$ cat src/rtl/sint32_add_seq.sv
// Two-requester sequencer that computes 32-bit signed add/subtract on a shared
// 16-bit combinational adder, low half first, then high half.
module sint32_add_seq (
    input  logic        clk,
    input  logic        rst,
    input  logic        req0_valid,
    output logic        req0_ready,
    input  logic [31:0] req0_a,
    input  logic [31:0] req0_b,
    input  logic        req0_sub,
    input  logic        req1_valid,
    output logic        req1_ready,
    input  logic [31:0] req1_a,
    input  logic [31:0] req1_b,
    input  logic        req1_sub,
    output logic        resp_valid,
    input  logic        resp_ready,
    output logic [31:0] resp_sum,
    output logic        resp_ovf,
    output logic        resp_id,
    output logic [15:0] add_a,
    output logic [15:0] add_b,
    output logic        add_cin,
    input  logic [15:0] add_sum,
    input  logic        add_cout
);

    typedef enum logic [1:0] {IDLE, LO, HI, DONE} state_t;

    state_t      state, state_nxt;
    logic        last;
    logic [31:0] a_q, bx_q;
    logic        sub_q, id_q;
    logic [15:0] sum_lo;
    logic        c16;
    logic        grant0, grant1, accept;

    logic [31:0] sel_a, sel_b;
    logic        sel_sub;

    assign accept  = req0_ready | req1_ready;
    assign sel_a   = grant1 ? req1_a   : req0_a;
    assign sel_b   = grant1 ? req1_b   : req0_b;
    assign sel_sub = grant1 ? req1_sub : req0_sub;

    always_comb begin
        // NOTE: every signal written here gets a default first, so no branch can infer a latch.
        state_nxt  = state;
        grant0     = 1'b0;
        grant1     = 1'b0;
        req0_ready = 1'b0;
        req1_ready = 1'b0;
        resp_valid = 1'b0;
        add_a      = '0;
        add_b      = '0;
        add_cin    = 1'b0;
        case (state)
            IDLE: begin
                grant0     = req0_valid & (~req1_valid | last);
                grant1     = req1_valid & ~grant0;
                req0_ready = grant0 & ~rst;
                req1_ready = grant1 & ~rst;
                if (grant0 | grant1) state_nxt = LO;
            end
            LO: begin
                add_a     = a_q[15:0];
                add_b     = bx_q[15:0];
                add_cin   = sub_q;
                state_nxt = HI;
            end
            HI: begin
                add_a     = a_q[31:16];
                add_b     = bx_q[31:16];
                add_cin   = c16;
                state_nxt = DONE;
            end
            DONE: begin
                resp_valid = 1'b1;
                if (resp_ready) state_nxt = IDLE;
            end
        endcase
    end

    always_ff @(posedge clk) begin
        // NOTE: sequential state uses non-blocking assignments so all registers update together.
        if (rst) state <= IDLE;
        else     state <= state_nxt;
    end

    always_ff @(posedge clk) begin
        if (rst) begin
            last     <= 1'b1;
            a_q      <= '0;
            bx_q     <= '0;
            sub_q    <= 1'b0;
            id_q     <= 1'b0;
            sum_lo   <= '0;
            c16      <= 1'b0;
            resp_sum <= '0;
            resp_ovf <= 1'b0;
            resp_id  <= 1'b0;
        end else begin
            case (state)
                IDLE: if (accept) begin
                    // Subtraction is a + ~b + 1; the +1 enters as the low-half carry-in.
                    a_q   <= sel_a;
                    bx_q  <= sel_sub ? ~sel_b : sel_b;
                    sub_q <= sel_sub;
                    id_q  <= grant1;
                    last  <= grant1;
                end
                LO: begin
                    sum_lo <= add_sum;
                    c16    <= add_cout;
                end
                HI: begin
                    // The high-half carry-out is dropped; the result wraps modulo 2^32.
                    resp_sum <= {add_sum, sum_lo};
                    resp_ovf <= (a_q[31] == bx_q[31]) & (add_sum[15] != a_q[31]);
                    resp_id  <= id_q;
                end
                default: ;
            endcase
        end
    end

endmodule

$ cat config.mk
export PLATFORM = sky130hd
export DESIGN_NAME = sint32_add_seq
export DESIGN_NICKNAME = d
export VERILOG_FILES = /design/src/rtl/sint32_add_seq.sv
export SDC_FILE = /design/constraint.sdc
export NUM_CORES = 1
export LEC_CHECK = 0
export BUFFER_PORTS_ARGS = -buffer_cell sky130_fd_sc_hd__buf_4
export CAP_MARGIN = 25
export CORE_UTILIZATION = 51
export CTS_CLUSTER_SIZE = 12
export DETAILED_ROUTE_END_ITERATION = 7
export PLACE_DENSITY = 0.82
export SYNTH_ARGS = -nofsm -noshare
export SYNTH_HDL_FRONTEND = slang
export SYNTH_SLANG_ARGS = --single-unit
export TNS_END_PERCENT = 1
$ cat constraint.sdc
create_clock -name clk -period 3.2 [get_ports clk]
set_clock_uncertainty 0.1 [all_clocks]
set_input_delay 0.16 -clock clk [delete_from_list [all_inputs] [get_ports clk]]
set_output_delay 0.16 -clock clk [all_outputs]
set_load 0.05 [all_outputs]
==> results.toml <==
[timing]
rsz0062_at_grt = "false"
whs_ns = 0.0120
hold_viol_final = 0
setup_viol = 0
slew_violations = 0
min_period_ns = 2.95
tns_ns = 0
tightest_slew_ns = 1.01
fmax_mhz = 339
period_share_pct = 92.2
max_slew_margin_pct = 32.6

[global_routing]
grt_max_degree = 69
grt_usage_pct = 32.0
grt_pass1_vias = 6501
overflow = 0
antenna_found_initial = 0
grt_pass1_wl_um = 31700

[clock_tree]
cts_buffers = 17
clock-sinks = 120
clockRootBuffer = "clkbuf_16"
clock_latency_ns = 0.41
htree_levels = 4
cts_tree = "built"
cts.clk_slew.worst_paths_ns = 0.06
postCtsSetupBuffers = 0
cts_buffer_depth = 2

[logic_synthesis]
synth-edff-count = 0
synth.distinct_cells = 26
ys_top_cells_by_count = "120 x dfxtp_1, 115 x nor2_1, 89 x nand2_1"
synth.most_common_cell = "dfxtp_1"
synthCells = 704
netlist_area_um2 = 6020
synth_warnings = 0
synth.area.top_cells = "dfxtp_1 40%, mux2i_1 11%, nor2_1 7.2%"
synth_compound_area_share_pct = 16.2
synth_fa_ha_area_share_pct = 1.04
synthFlopType = "dfxtp_1"
synth_top_family_by_area = "simple AND/OR/NAND/NOR gates"
ys_ff_latch = 120
synth_xor_area_share_pct = 8.01
yosys.area_share.simple_pct = 17.8
avgSynthCellArea_um2 = 8.55
synthMuxAreaShare_pct = 11.0
async_flop_share_pct = 0
synth_fp_nets = 861
yosysSeqAreaShare_pct = 39.9
yosys.area.top_type_share_pct = 39.9
synth_top_area_cell = "dfxtp_1"

[pwr]
total_power_mw = 7.69
p_per_area_nw_per_um2 = 833
max-vdd-ir-drop_v = 0.000497
p_leak_nw = 4.10

[layout]
stdcell_area_um2 = 9230
diodes = 0
drive_above_1_share_pct = 27.4
area_growth_pct = 53.4
nets = 1136
fillers = 685
layout.cells.non_filler = 1134

[floorplanning]
ios = 222
die_width_um = 111
die-height_um = 111
dieArea_um2 = 12200
row_count = 39
initial_core_util_pct = 52.5
core-area_um2 = 11500

[drt]
first_iter_violations = 583
totalWireLength_um = 20000
viasPerCell = 5.64
routedWlPerCell_um = 17.6
vias = 6401
drtPass1Iterations = 6
ant_nets = 0
drc = 0

[critical_path]
r2r_cells = 7
worstSetupEndpointType = "flip-flop"
crit_type = "reg2reg"
startpoint_type = "flip-flop"
critPathMaxFanout = 33
critPathRequiredTime_ns = 3.45
worst-endpoint-arrival_ns = 3.20

[min_path]
hp-class = "in2reg"
hold_path_depth = 4

[outcome]
status = "finished, final reports clean"

[placed_design]
dp.cells = 1012
place_area_um2 = 7680
gp_congestion = 0.860
dp_hpwl_um = 11900
io_buffers = 221

[run]
cap_violations = 0
==> sequential cells by signal (all words and copies together), names as in the netlist <==
register and count:
resp_ovf 1, c16 1, bx_q 32, sum_lo 16, resp_id 1, id_q 1
a_q 32, last 1, sub_q 1, state 2, resp_sum 32
==> power by group <==
group | internal [mW] | switching, mW | total [mW]
registers | 1.91 | 0.275 | 2.19
clock network | 1.33 | 0.712 | 2.04
logic | 1.45 | 2.02 | 3.46
total | 4.69 | 3.00 | 7.69
==> worst paths after layout <==
| check | endpoint | slack, ns | from |
|---|---|---|---|
| worst max register to register | a_q[19] | 0.25 | state[0] |
| worst min-delay path | bx_q[20] | 0.01 | req0_b[20] |
| worst min register to register | id_q | 0.37 | id_q |
| worst max-delay path | a_q[19] | 0.25 | state[0] |
==> timing repair <==
| action | CTS | global route |
|---|---|---|
| gates resized for setup | 0 | 1 |
| endpoints found under the setup margin | 0 | 6 |
| hold buffers | 90 | 0 |
| endpoints found under the hold margin | 71 | 0 |
==> cell type report <==
type                    count  area, um2  area share (%)
flip-flops and latches    120       2400            26.0
clock inverters            13        195            2.12
inverters                  12       45.0           0.488
multi-input cells         507       3290            35.7
repair buffers            321       2670            29.0
well taps                 143        179            1.94
clock buffers              18        439            4.76
==> layer usage <==
layer / GRT usage, % / share of wire [%]
met1: 36.0 / 39
met2: 55.0 / 49
met3: 7.63 / 6.8
met4: 18.5 / 4.8
met5: 0 / 0
==> layout by cell type, fill, tap and decap left out, types with 11 or more instances in the layout <==
cell             n
o21ai_0         11
xnor2_1         16
nor2b_1         34
a22oi_1         33
nand2_1         89
dfxtp_1        120
buf_4          228
mux2i_1         66
a311oi_1        40
inv_1           12
dlygate4sd3_1   90
clkbuf_16       17
a211oi_1        19
nor2_1         114
xor2_1          39
==> critical path, stage by stage, from the launching register on <==
cell	delay, ns
dfxtp_1	0.35
inv_1	0.16
ha_2	0.42
and3_2	0.47
buf_12	0.25
nand2_1	0.11
a311oi_1	0.38
dlygate4sd3_1	0.63
==> per-stage QoR <==
step / worst slack, ns / utilization, %
2_1_floorplan: 1.14 / -
3_3_place_gp: 0.909 / 67.0
3_5_place_dp: 0.753 / 67.0
4_1_cts: 0.224 / 80.4
5_1_grt: 0.118 / 80.5
6_report: 0.250 / 80.5
==> kinds of logic (layout without fill, tap and decap cells) <==
family,Yosys count,in the layout
buffers and inverters,78,364
flip-flops,120,120
XOR/XNOR,55,55
AO/OA/AOI/OAI,126,126
multiplexers,66,66
AND/OR/NAND/NOR,254,255
adder cells (fa/ha/maj),5,5
(Power assumes the default switching activity.)
